## src/rtl/m_pinreduce_harness_pkg.sv

```systemverilog
// Shared constants, readout state type and configuration cost table for the
// pin-reduction harness placed between package pins and m_midgetv_core.
package m_pinreduce_harness_pkg;

  localparam int unsigned PRH_SIGW      = 16;
  localparam int unsigned PRH_BYTEW     = 8;
  localparam int unsigned PRH_CHW       = 32;
  localparam int unsigned PRH_MODE_XOR  = 0;
  localparam int unsigned PRH_MODE_MISR = 1;
  localparam logic [PRH_SIGW-1:0] PRH_MISR_POLY = 16'h1021;

  typedef enum logic {
    RD_IDLE  = 1'b0,
    RD_SHIFT = 1'b1
  } prh_rd_e;

  // 4-input LUT count of one harness configuration, subtracted from
  // place/route results to recover the bare core figure.
  function automatic int unsigned prh_lut_cost(input int unsigned iwidth,
                                               input int unsigned nout,
                                               input int unsigned mode,
                                               input int unsigned hold);
    int unsigned bcw;
    int unsigned deser;
    int unsigned fold;
    int unsigned sig;
    int unsigned rdout;
    bcw   = (iwidth > 1) ? $clog2(iwidth) : 1;
    deser = bcw + 2 + ((hold != 0) ? 1 : 0);
    fold  = PRH_BYTEW * ((4 * nout + 1) / 3);
    sig   = (mode == PRH_MODE_MISR) ? PRH_SIGW + 3 : 0;
    rdout = PRH_SIGW + 4 + 6;
    return deser + fold + sig + rdout;
  endfunction

endpackage

```

## src/rtl/m_prh_fold.sv

```systemverilog
// Byte-XOR fold of NOUT 32-bit core output buses down to one 8-bit value.
module m_prh_fold
  import m_pinreduce_harness_pkg::*;
#(
  parameter int unsigned NOUT = 2
) (
  input  logic [NOUT*PRH_CHW-1:0] obus_i,
  output logic [PRH_BYTEW-1:0]    fold_c
);

  logic [PRH_BYTEW-1:0] chan_f [NOUT];

  for (genvar c = 0; c < NOUT; c++) begin : g_chan
    localparam int unsigned BASE = c * PRH_CHW;
    assign chan_f[c] = obus_i[BASE+24 +: PRH_BYTEW] ^ obus_i[BASE+16 +: PRH_BYTEW]
                     ^ obus_i[BASE+8  +: PRH_BYTEW] ^ obus_i[BASE    +: PRH_BYTEW];
  end

  always_comb begin
    fold_c = '0;
    for (int unsigned c = 0; c < NOUT; c++) begin
      fold_c = fold_c ^ chan_f[c];
    end
  end

endmodule

```

## src/rtl/m_pinreduce_harness.sv

```systemverilog
// Pin-reduction harness: 1-pin deserialiser feeding core DAT_I, and a 16-bit
// signature of the core output buses readable on one pin.
module m_pinreduce_harness
  import m_pinreduce_harness_pkg::*;
#(
  parameter int unsigned IWIDTH = 32,
  parameter int unsigned NOUT   = 2,
  parameter int unsigned MODE   = 1,
  parameter int unsigned HOLD   = 1
) (
  input  logic                    CLK_I,
  input  logic                    RSTN_I,
  input  logic                    sin,
  input  logic                    sin_en,
  output logic [IWIDTH-1:0]       din,
  output logic                    din_vld,
  input  logic [NOUT*PRH_CHW-1:0] obus,
  input  logic                    snap,
  output logic                    sout,
  output logic                    sout_busy
);

  localparam int unsigned BCW = (IWIDTH > 1) ? $clog2(IWIDTH) : 1;
  localparam int unsigned RCW = $clog2(PRH_SIGW);
  localparam logic [BCW-1:0] BC_LAST = BCW'(IWIDTH - 1);

  logic [IWIDTH-1:0]    sreg_q;
  logic [IWIDTH-1:0]    sreg_shift;
  logic [BCW-1:0]       bcnt_q;
  logic                 din_vld_q;
  logic                 word_done;
  logic [PRH_BYTEW-1:0] fold_c;
  logic [PRH_BYTEW-1:0] fold_q;
  logic [PRH_SIGW-1:0]  sig_q, sig_d;
  logic [PRH_SIGW-1:0]  shadow_q, shadow_d;
  logic [RCW-1:0]       rcnt_q, rcnt_d;
  prh_rd_e              rd_q, rd_d;

  // ---------------- deserialiser ----------------
  if (IWIDTH == 1) begin : g_w1
    assign sreg_shift = sin;
  end else begin : g_wn
    assign sreg_shift = {sreg_q[IWIDTH-2:0], sin};
  end

  assign word_done = (bcnt_q == BC_LAST);

  always_ff @(posedge CLK_I or negedge RSTN_I) begin
    if (!RSTN_I) begin
      sreg_q    <= '0;
      bcnt_q    <= '0;
      din_vld_q <= 1'b0;
    end else begin
      din_vld_q <= sin_en && word_done;
      if (sin_en) begin
        sreg_q <= sreg_shift;
        bcnt_q <= word_done ? '0 : bcnt_q + BCW'(1);
      end
    end
  end

  if (HOLD != 0) begin : g_hold
    logic [IWIDTH-1:0] din_q;
    logic              sreg_msb_unused;

    // The completed word is the post-shift value, so din lands with din_vld.
    always_ff @(posedge CLK_I or negedge RSTN_I) begin
      if (!RSTN_I) begin
        din_q <= '0;
      end else if (sin_en && word_done) begin
        din_q <= sreg_shift;
      end
    end

    assign din             = din_q;
    assign sreg_msb_unused = sreg_q[IWIDTH-1];
  end else begin : g_live
    assign din = sreg_q;
  end

  assign din_vld = din_vld_q;

  // ---------------- fold and signature ----------------
  m_prh_fold #(
    .NOUT(NOUT)
  ) u_fold (
    .obus_i(obus),
    .fold_c(fold_c)
  );

  if (MODE == PRH_MODE_MISR) begin : g_misr
    assign sig_d = {sig_q[PRH_SIGW-2:0], 1'b0}
                 ^ (sig_q[PRH_SIGW-1] ? PRH_MISR_POLY : '0)
                 ^ {8'h00, fold_q};
  end else begin : g_xor
    assign sig_d = {8'h00, fold_q};
  end

  always_ff @(posedge CLK_I or negedge RSTN_I) begin
    if (!RSTN_I) begin
      fold_q <= '0;
      sig_q  <= '0;
    end else begin
      fold_q <= fold_c;
      sig_q  <= sig_d;
    end
  end

  // ---------------- serial readout ----------------
  always_ff @(posedge CLK_I or negedge RSTN_I) begin
    if (!RSTN_I) begin
      rd_q     <= RD_IDLE;
      shadow_q <= '0;
      rcnt_q   <= '0;
    end else begin
      rd_q     <= rd_d;
      shadow_q <= shadow_d;
      rcnt_q   <= rcnt_d;
    end
  end

  // A snap that arrives while shifting is dropped, not queued.
  always_comb begin
    rd_d     = rd_q;
    shadow_d = shadow_q;
    rcnt_d   = rcnt_q;
    case (rd_q)
      RD_IDLE: begin
        if (snap) begin
          rd_d     = RD_SHIFT;
          shadow_d = sig_q;
          rcnt_d   = RCW'(PRH_SIGW - 1);
        end
      end
      RD_SHIFT: begin
        shadow_d = {shadow_q[PRH_SIGW-2:0], 1'b0};
        if (rcnt_q == '0) begin
          rd_d = RD_IDLE;
        end else begin
          rcnt_d = rcnt_q - RCW'(1);
        end
      end
      default: rd_d = RD_IDLE;
    endcase
  end

  assign sout_busy = (rd_q == RD_SHIFT);
  assign sout      = sout_busy ? shadow_q[PRH_SIGW-1] : ^sig_q;

endmodule

```

## config.mk

```make
export PLATFORM = sky130hd
export DESIGN_NAME = m_pinreduce_harness
export DESIGN_NICKNAME = d
export VERILOG_FILES = /design/src/rtl/m_pinreduce_harness_pkg.sv /design/src/rtl/m_prh_fold.sv /design/src/rtl/m_pinreduce_harness.sv
export SDC_FILE = /design/constraint.sdc
export NUM_CORES = 1
export LEC_CHECK = 0
export ABC_AREA = 1
export CAP_MARGIN = 20
export CORE_MARGIN = 4
export CORE_UTILIZATION = 50
export CTS_CLUSTER_DIAMETER = 80
export DETAILED_ROUTE_END_ITERATION = 10
export DONT_BUFFER_PORTS = 1
export MAX_ROUTING_LAYER = met4
export SLEW_MARGIN = 20
export SYNTH_ARGS = -nofsm -noshare
export SYNTH_HDL_FRONTEND = slang
export SYNTH_SLANG_ARGS = --single-unit
```

## constraint.sdc

```tcl
create_clock -name CLK_I -period 2.25 [get_ports CLK_I]
set_input_delay 0.1125 -clock CLK_I [delete_from_list [all_inputs] [get_ports CLK_I]]
set_output_delay 0.1125 -clock CLK_I [all_outputs]
set_load 0.02 [all_outputs]
```

==> results.py, run 1 <==
metrics = {
    "setup_path": {
        "critPathArrivalTime_ns": 1.91,
        "crit_family": "simple AND/OR/NAND/NOR gates",
        "cp_common_cell": "nand2_1",
        "crit_chain": "inv_1 > nand2_1 > nand2_1 > inv_1 > nand2_1 > nand2_1 > nand2_1 > nand2_1 > nand2_1 > nand3_1 > nand2_1",
        "crit_slowest_cell": "dfrtp_1",
        "cp_max_fo": 5,
        "slowest_delay_ns": 0.38,
        "crit_buf_inv": 2,
        "crit_path_end_kind": "output port",
        "crit_type": "flip-flop to output port",
        "crit_path_start_kind": "flip-flop",
        "cp.required_ns": 2.14,
    },
    "power": {
        "p_sw_frac": 0.356,
        "power_density_nw_per_um2": 1390,
        "p_leak_nw": 2.98,
        "p_comb_frac": 0.266,
        "power_frac_seq": 0.427,
        "power.switching_mw": 3.14,
        "power_mw": 8.82,
        "peakVddDrop_mv": 0.592,
        "p_int_mw": 5.68,
        "clkPwrFrac": 0.307,
    },
    "die": {
        "die_area_um2": 11900,
        "io_pins": 104,
        "initial_utilization": 0.519,
        "fp.dieH_um": 109,
        "rows": 36,
        "die_x_um": 109,
        "core_area_um2": 9860,
    },
    "synth": {
        "synth_edf_count": 0,
        "postSynthRegisterBits": 114,
        "synth-simple-area-share": 0.140,
        "syn_nets": 631,
        "synth_area_leader_cell": "dfrtp_1",
        "synth-compound-area-share": 0.106,
        "ys_types": 24,
        "synthAdderAreaFrac": 0.00977,
        "synth_xor_area_frac": 0.115,
        "synth_commonest_cells": "nand2_1 (155), dfrtp_1 (114), o21ai_0 (67)",
        "synthMuxAreaShare": 0.00220,
        "synth_top_family_by_area": "simple AND/OR/NAND/NOR gates",
        "yosysWarnings": 0,
        "yosys-top-cells-area": "dfrtp_1 (56%), nand2_1 (11%), xnor2_1 (8.5%), o21ai_0 (6.5%), inv_1 (4.5%)",
        "seq_area_frac_synth": 0.557,
        "syn_area_per_cell_um2": 9.18,
        "synth.most_common_cell": "nand2_1",
        "syn_inst": 558,
        "netlist.area_leader.share": 0.557,
        "synthFlopType": "dfrtp_1",
        "netlist_area_um2": 5120,
        "async_reset_ff_frac": 1.00,
    },
    "clock_tree": {
        "cts_setup_buffers": 0,
        "root_buffer": "clkbuf_8",
        "tritoncts": "yes",
        "clock_sinks": 114,
        "cts_buffers": 17,
        "htreeDepth": 4,
        "postCtsHoldBufs": 53,
        "clk_pin_slew_ns": 0.05,
        "cts_max_path_buffers": 2,
        "clock_latency_ns": 0.52,
    },
    "routing": {
        "dr_wl_met2_um": 5000,
        "wl_met3_um": 790,
        "drt-initial-drc-count": 210,
        "via_count": 3788,
        "drc": 0,
        "wl_per_cell_um": 13.7,
        "detail-route-antenna-nets": 0,
        "wl_um": 10300,
        "highest_layer": "met4",
        "wl_met1_um": 4350,
        "viasPerCell": 5.01,
        "dr.pass1.iters": 4,
    },
    "global_route": {
        "grt_pass1_vias": 3891,
        "antenna_found_initial": 0,
        "overflow": 0,
        "grt_pass1_wl_um": 17900,
        "grt_usage": 0.200,
        "grt_max_degree": 115,
    },
    "cells_and_area": {
        "fin_area_um2": 6340,
        "fill_cells": 779,
        "areaGrowthSynthToFinish_pct": 23.9,
        "fin_cells": 756,
        "multi_input_area_um2": 1910,
        "regArea_um2": 2850,
        "final_layout_size_suffix_gt1_frac": 0.0658,
        "fin_nets": 684,
        "n_antenna_cell": 0,
    },
    "timing": {
        "setup-violations-final": 0,
        "skew_ns": 0.00672,
        "post-route-min-period_ns": 2.02,
        "relSlewSlack": 0.582,
        "max_freq_mhz": 495,
        "finalHoldViolCount": 114,
        "worst_pin_slew_ns": 0.626,
        "rsz0062_at_grt": "false",
        "maxSlewViolCount": 0,
        "post-route-period-util": 0.899,
        "whs_ns": -0.710,
        "tns_ns": 0,
    },
    "placement": {
        "gp_congestion": 0.793,
        "dp_cells": 672,
        "placed_area_um2": 5200,
        "hpwlAfterDp_um": 6050,
        "portBuffers": 0,
    },
    "run": {
        "cap_violations": 0,
    },
    "status": {
        "violations": "negative hold slack",
        "status": "finished with violations",
    },
    "hold_path": {
        "holdCritPathClass": "input port to asynchronous set/reset pin",
    },
}
metrics by stage:
step | setup slack (ns) | util | hold WS (ns)
after global routing | 0.0388 | 0.643 | -0.749
after global placement | 0.502 | 0.528 | -0.180
after CTS | 0.150 | 0.643 | -0.740
after floorplan | 0.702 | - | -0.183
final | 0.228 | 0.643 | -0.710
after detailed placement | 0.403 | 0.528 | -0.181
metal layers:
metal / global-route usage / vias to the layer above
met4: 0.0784 / 0
met1: 0.235 / 1766
met2: 0.314 / 129
li1: - / 1870
met3: 0.0758 / 23
met5: - / -
cell families (layout without fill, tap and decap cells):
| group | Yosys count | in the layout |
|---|---|---|
| fa+ha+maj | 4 | 4 |
| buf+inv | 86 | 151 |
| compound gates | 101 | 101 |
| simple gates | 185 | 185 |
| flops | 114 | 114 |
| xor+xnor | 67 | 67 |
| mux | 1 | 1 |
power by group through the flow:
stage | Sequential [mW] | Clock (mW) | Combinational [mW]
after floorplan | 3.60 | 0 | 1.85
after global placement | 3.78 | 0 | 2.03
after detailed placement | 3.79 | 0 | 2.13
after CTS | 3.78 | 2.76 | 2.33
after global routing | 3.89 | 2.86 | 2.76
final | 3.77 | 2.71 | 2.34
sequential cells by signal, indices dropped and copies added (netlist names):
register,cells
sig_q,16
din,32
sout_busy,1
shadow_q,16
rcnt_q,4
fold_q,8
din_vld,1
bcnt_q,5
sreg_q,31
layout make-up:
class | count | share of cell area
multi-input cells | 358 | 0.301
inverters | 64 | 0.0379
repair buffers | 56 | 0.0907
clock inverters | 10 | 0.0250
well taps | 133 | 0.0262
clock buffers | 21 | 0.0692
flip-flops and latches | 114 | 0.450
final timing paths:
check / slack (ns) / depth (start not counted) / from / to
setup reg to reg: 0.39 / 7 / bcnt_q[0] / bcnt_q[2]
min in group CLK_I: 0.27 / 3 / snap / shadow_q[12]
hold reg to reg: 0.42 / 0 / sig_q[7] / sig_q[8]
max in group asynchronous: 2.82 / 0 / RSTN_I / sig_q[4]
hold / removal: -0.71 / 0 / RSTN_I / sreg_q[10]
setup / recovery: 0.23 / 11 / sig_q[4] / sout
worst reg2reg max path, stage by stage, from the launching register on:
cell and delay (ns):
dfrtp_1 0.40, ha_1 0.22, and3_1 0.18, ha_1 0.18
nand2_2 0.26, buf_12 0.25, o21ai_0 0.14, a21oi_1 0.15
cells in the final DEF, fill, tap and decap left out:
cell type,netlist,routed
nand2_1,155,154
dfrtp_1,114,113
o21ai_0,67,67
inv_1,61,61
dlygate4sd3_1,0,52
xnor2_1,50,50
xor2_1,17,17
nor2_1,16,16
clkbuf_16,0,16
o22ai_1,15,15
a31oi_1,13,13
nand3_1,7,7
a21oi_1,6,6
ha_1,4,4
bufinv_16,0,4
inv_2,3,3
clkinv_2,0,3
clkbuf_1,8,3
nor2_2,2,2
nand2_2,1,2
clkbuf_8,0,2
clkinvlp_4,0,2
buf_12,0,2
buf_4,1,2
and3_1,1,1
nor3_1,1,1
or2_1,1,1
mux2_2,1,1
nand4_1,1,1
clkinv_4,0,1
dfrtp_2,0,1
repair_timing:
| item | 4_1_cts | 5_1_grt |
|---|---|---|
| setup endpoints to repair | 0 | 1 |
| hold endpoints to repair | 185 | 114 |
| resized for setup | 0 | 1 |
Note: power is estimated with default switching activity, not from simulation.
==> run 2: changes to the inputs <==
--- a/config.mk
+++ b/config.mk
@@ -13,6 +13,7 @@
 export DETAILED_ROUTE_END_ITERATION = 10
 export DONT_BUFFER_PORTS = 1
 export MAX_ROUTING_LAYER = met4
+export PLACE_DENSITY = 0.64
 export SLEW_MARGIN = 20
 export SYNTH_ARGS = -nofsm -noshare
 export SYNTH_HDL_FRONTEND = slang
==> run 2 against run 1 <==
The run still ends with negative hold slack left. Worst hold slack worse by 0.00067 ns. Cell area decreased by 0.53%. Critical path depth unchanged. Critical path type unchanged. Largest cell class unchanged.
==> results.py, run 2 (same netlist as run 1, synthesis figures left out) <==
metrics = {
    "timing": {
        "post-route-period-util": 0.905,
        "rsz0062_at_grt": "false",
        "max_freq_mhz": 491,
        "relSlewSlack": 0.547,
        "skew_ns": 0.00916,
        "finalHoldViolCount": 114,
        "worst_pin_slew_ns": 0.677,
        "maxSlewViolCount": 0,
        "tns_ns": 0,
        "setup-violations-final": 0,
        "whs_ns": -0.711,
        "post-route-min-period_ns": 2.04,
    },
    "cells_and_area": {
        "largest_register_ffs": 32,
        "final_layout_size_suffix_gt1_frac": 0.0691,
        "fin_util": 0.640,
        "fin_nets": 683,
        "mostFrequentLayoutCells": "nand2_1 (154), dfrtp_1 (113), o21ai_0 (67)",
        "fill_cells": 778,
        "final_common_cell": "nand2_1",
        "areaGrowthSynthToFinish_pct": 23.2,
    },
    "routing": {
        "drt-initial-drc-count": 155,
        "dr.pass1.iters": 4,
        "drc": 0,
        "wl_um": 10500,
        "via_count": 3742,
        "detail-route-antenna-nets": 0,
        "wl_per_cell_um": 13.9,
        "viasPerCell": 4.95,
    },
    "clock_tree": {
        "clock_sinks": 114,
        "tritoncts": "yes",
        "clk_pin_slew_ns": 0.06,
        "clock_latency_ns": 0.52,
        "htreeDepth": 4,
        "cts_max_path_buffers": 2,
        "postCtsHoldBufs": 53,
        "root_buffer": "clkbuf_8",
        "cts_buffers": 17,
    },
    "die": {
        "die_area_um2": 11900,
        "core_area_um2": 9860,
        "initial_utilization": 0.519,
        "io_pins": 104,
        "die_x_um": 109,
        "rows": 36,
        "fp.dieH_um": 109,
    },
    "global_route": {
        "grt_pass1_vias": 3767,
        "antenna_found_initial": 0,
        "grt_max_degree": 115,
        "overflow": 0,
        "grt_usage": 0.199,
        "grt_pass1_wl_um": 17700,
    },
    "hold_path": {
        "holdCritPathClass": "input port to asynchronous set/reset pin",
    },
    "setup_path": {
        "crit_path_start_kind": "flip-flop",
        "crit_type": "flip-flop to output port",
        "cp_max_fo": 4,
        "r2r-start": "bcnt_q[0]",
        "crit_path_end_kind": "output port",
        "critPathLaunch": "sig_q[6]",
        "cp.required_ns": 2.14,
        "critPathArrivalTime_ns": 1.92,
    },
    "placement": {
        "gp_congestion": 0.762,
        "portBuffers": 0,
        "hpwlAfterDp_um": 5980,
    },
    "run": {
        "cap_violations": 0,
    },
    "power": {
        "peakVddDrop_mv": 0.641,
        "p_leak_nw": 2.95,
        "power_density_nw_per_um2": 1370,
    },
    "status": {
        "status": "finished with violations",
        "violations": "negative hold slack",
    },
}
==> run 2: cell count changes in the layout (fill, tap and decap cells not counted), moves of 2 or more <==
cell	before	now
inv_6	0	5
clkinvlp_4	2	5
clkbuf_1	3	0
clkinv_2	3	1
bufinv_16	4	2
==> run 2: report_power, final <==
group          internal [mW]  switching (mW)  leakage, nW  total, mW
logic                   1.02            1.31         1.26       2.34
registers               2.84           0.938         1.43       3.77
clock network           1.58           0.980        0.264       2.56
==> run 2: timing repair <==
action                     CTS  global route
hold endpoints to repair   178           114
gates resized for setup      0             1
setup endpoints to repair    0             1
setup buffers                0             0
==> run 2: metrics by stage <==
step	cells	setup WS, ns	area, µm²	total power, mW	hold slack (ns)
after CTS	755	0.163	6310	8.71	-0.739
after detailed placement	671	0.447	5200	5.92	-0.180
after global routing	755	0.0452	6310	9.34	-0.738
after floorplan	558	0.702	5120	5.45	-0.183
final	756	0.213	6310	8.67	-0.711
after global placement	671	0.506	5200	5.80	-0.180
==> run 2: area by class of cell <==
| cell class | count | area (µm²) | share of cell area |
|---|---|---|---|
| multi-input cells | 358 | 1910 | 0.303 |
| flip-flops and latches | 114 | 2850 | 0.452 |
| clock inverters | 14 | 155 | 0.0246 |
| inverters | 64 | 240 | 0.0381 |
| well taps | 133 | 166 | 0.0264 |
| diodes | 1 | 2.50 | 0.000397 |
| repair buffers | 55 | 568 | 0.0900 |
| clock buffers | 17 | 414 | 0.0656 |
==> run 2: worst paths after layout <==
check | endpoint | slack, ns | depth (start not counted)
worst max-delay path | sout | 0.21 | 11
worst min register to register | sig_q[10] | 0.41 | 0
max in group asynchronous | bcnt_q[4] | 2.82 | 0
worst max register to register | din[9] | 0.45 | 6
min in group CLK_I | din_vld | 0.06 | 2
worst min-delay path | din[14] | -0.71 | 0
==> run 2: routing by layer <==
metal	vias up	part of all wire	global-route usage
li1	1866	-	-
met1	1751	0.42	0.236
met2	111	0.50	0.315
met3	14	0.067	0.0639
met4	0	0.015	0.0837
met5	-	0	-
==> run 2: worst max-delay path, cell delays in order (launching register included) <==
cell and delay [ns]:
dfrtp_1 0.41, nand2_1 0.10, inv_1 0.04, nor2_1 0.21, nand2_1 0.10, nand2_1 0.09
inv_1 0.04, nand2_1 0.05, nand2_1 0.06, nand2_1 0.06, nand3_1 0.06, nand2_1 0.20
==> run 3: changes to the inputs <==
--- a/config.mk
+++ b/config.mk
@@ -8,13 +8,13 @@
 export ABC_AREA = 1
 export CAP_MARGIN = 20
 export CORE_MARGIN = 4
-export CORE_UTILIZATION = 50
+export CORE_UTILIZATION = 63
 export CTS_CLUSTER_DIAMETER = 80
 export DETAILED_ROUTE_END_ITERATION = 10
 export DONT_BUFFER_PORTS = 1
 export MAX_ROUTING_LAYER = met4
-export PLACE_DENSITY = 0.64
-export SLEW_MARGIN = 20
+export PLACE_DENSITY = 0.78
+export SLEW_MARGIN = 30
 export SYNTH_ARGS = -nofsm -noshare
 export SYNTH_HDL_FRONTEND = slang
 export SYNTH_SLANG_ARGS = --single-unit
==> run 3 against run 2 <==
The run still ends with negative hold slack left. Clock skew rose by 0.0049 ns. Combinational power rose by 5%. Power decreased by 0.16%. Count of clock-buffer cells in the layout unchanged. Utilization increased by 16 points. Cell area decreased by 0.79%. Sequential power hardly changed. Setup slack worse by 0.0044 ns. Critical path depth unchanged. First-iteration DRC count up 24%. Global-route usage is 5.7 points higher. Worst hold slack better by 0.011 ns. Critical endpoint unchanged. Highest routed layer unchanged.
==> results.py, run 3 (same netlist as run 1, synthesis figures left out) <==
metrics = {
    "setup_path": {
        "crit_path_end_kind": "output port",
        "cp.required_ns": 2.14,
        "crit_type": "flip-flop to output port",
        "critPathArrivalTime_ns": 1.93,
        "crit_path_start_kind": "flip-flop",
        "cp_max_fo": 5,
        "r2r_cells": 7,
    },
    "routing": {
        "viasPerCell": 5.39,
        "drt-initial-drc-count": 192,
        "dr.pass1.iters": 6,
        "drc": 0,
        "via_count": 3917,
        "wl_per_cell_um": 15.5,
        "detail-route-antenna-nets": 0,
        "wl_um": 11300,
    },
    "power": {
        "power_frac_seq": 0.438,
        "p_leak_nw": 2.95,
        "peakVddDrop_mv": 0.921,
        "p_sw_frac": 0.394,
        "p_int_mw": 5.24,
        "clkPwrFrac": 0.278,
        "p_comb_frac": 0.284,
        "power_density_nw_per_um2": 1380,
        "power.switching_mw": 3.41,
    },
    "timing": {
        "tns_ns": 0,
        "worst_pin_slew_ns": 0.622,
        "whs_ns": -0.700,
        "max_freq_mhz": 490,
        "relSlewSlack": 0.584,
        "post-route-min-period_ns": 2.04,
        "rsz0062_at_grt": "false",
        "post-route-period-util": 0.907,
        "maxSlewViolCount": 0,
        "setup-violations-final": 0,
        "skew_ns": 0.0141,
        "finalHoldViolCount": 114,
    },
    "die": {
        "io_pins": 104,
        "initial_utilization": 0.656,
        "die_x_um": 98.2,
        "fp.dieH_um": 98.2,
        "rows": 32,
        "die_area_um2": 9640,
        "core_area_um2": 7810,
    },
    "global_route": {
        "antenna_found_initial": 0,
        "use_met3": 0.0879,
        "grt_pass1_vias": 4032,
        "grt_usage": 0.257,
        "gr-usage-met2": 0.436,
        "grt.busiest_layer": "met2",
        "overflow": 0,
        "grt_max_degree": 115,
        "grtUsageMet1": 0.294,
        "grt_pass1_wl_um": 19200,
    },
    "clock_tree": {
        "cts_buffers": 17,
        "clk_pin_slew_ns": 0.06,
        "root_buffer": "clkbuf_8",
        "clock_latency_ns": 0.51,
        "tritoncts": "yes",
        "cts_max_path_buffers": 2,
        "htreeDepth": 4,
        "clock_sinks": 114,
        "postCtsHoldBufs": 55,
        "cts_setup_buffers": 0,
    },
    "status": {
        "status": "finished with violations",
        "violations": "negative hold slack",
    },
    "cells_and_area": {
        "final_common_cell": "nand2_1",
        "areaGrowthSynthToFinish_pct": 22.2,
        "mostFrequentLayoutCells": "nand2_1 (153), dfrtp_1 (114), o21ai_0 (67)",
        "final_layout_size_suffix_gt1_frac": 0.0704,
        "fin_nets": 685,
        "largest_register_ffs": 32,
        "n_antenna_cell": 0,
    },
    "placement": {
        "hpwlAfterDp_um": 5960,
        "gp_congestion": 0.786,
        "portBuffers": 0,
    },
    "hold_path": {
        "holdCritPathClass": "input port to asynchronous set/reset pin",
    },
    "run": {
        "cap_violations": 0,
    },
}
==> run 3: timing repair <==
action                                  in CTS  in global routing
endpoints found under the hold margin      179                114
resized for setup                            0                  1
endpoints found under the setup margin       0                  1
==> run 3: per-layer routing <==
metal  vias up  share of wire
met5         -              0
met4         0          0.014
met3        21          0.068
met2       140           0.52
met1      1889           0.40
li1       1867              -
==> run 3: final timing paths <==
check / startpoint / to / slack [ns]
hold reg to reg: sig_q[9] / sig_q[10] / 0.42
hold / removal: RSTN_I / din[12] / -0.70
setup reg to reg: bcnt_q[0] / bcnt_q[2] / 0.59
setup / recovery: sig_q[5] / sout / 0.21
max in group asynchronous: RSTN_I / shadow_q[5] / 2.79
min in group CLK_I: snap / shadow_q[2] / 0.27
==> run 3: worst max-delay path, stage by stage, from the launching register on <==
cell     delay, ns
dfrtp_1       0.42
inv_1         0.13
nand2_1       0.08
nand2_1       0.15
inv_1         0.10
nand2_1       0.08
nand2_1       0.06
nand2_1       0.05
nand2_1       0.06
nand2_1       0.07
nand3_1       0.08
nand2_2       0.13
==> run 3: final cells by class <==
type | count | area (µm²)
clock buffers | 17 | 414
clock inverters | 15 | 125
fillers | 450 | 1550
inverters | 64 | 240
multi-input cells | 358 | 1910
flip-flops and latches | 114 | 2850
well taps | 102 | 128
repair buffers | 57 | 588
==> run 3: metrics by stage <==
stage | utilization | instances | area (µm²) | setup WS, ns | power (mW)
floorplan | - | 558 | 5120 | 0.702 | 5.45
global placement | 0.661 | 640 | 5160 | 0.688 | 5.76
detailed placement | 0.661 | 640 | 5160 | 0.615 | 5.91
CTS | 0.802 | 727 | 6260 | 0.194 | 8.57
global route | 0.802 | 727 | 6260 | 0.0174 | 9.27
finish | 0.802 | 727 | 6260 | 0.209 | 8.66
==> run 3: power by group through the flow <==
stage	clock network, mW	logic, mW	registers, mW
2_1_floorplan	0	1.85	3.60
3_3_place_gp	0	1.99	3.77
3_5_place_dp	0	2.12	3.80
4_1_cts	2.43	2.35	3.78
5_1_grt	2.56	2.81	3.90
6_report	2.41	2.46	3.79
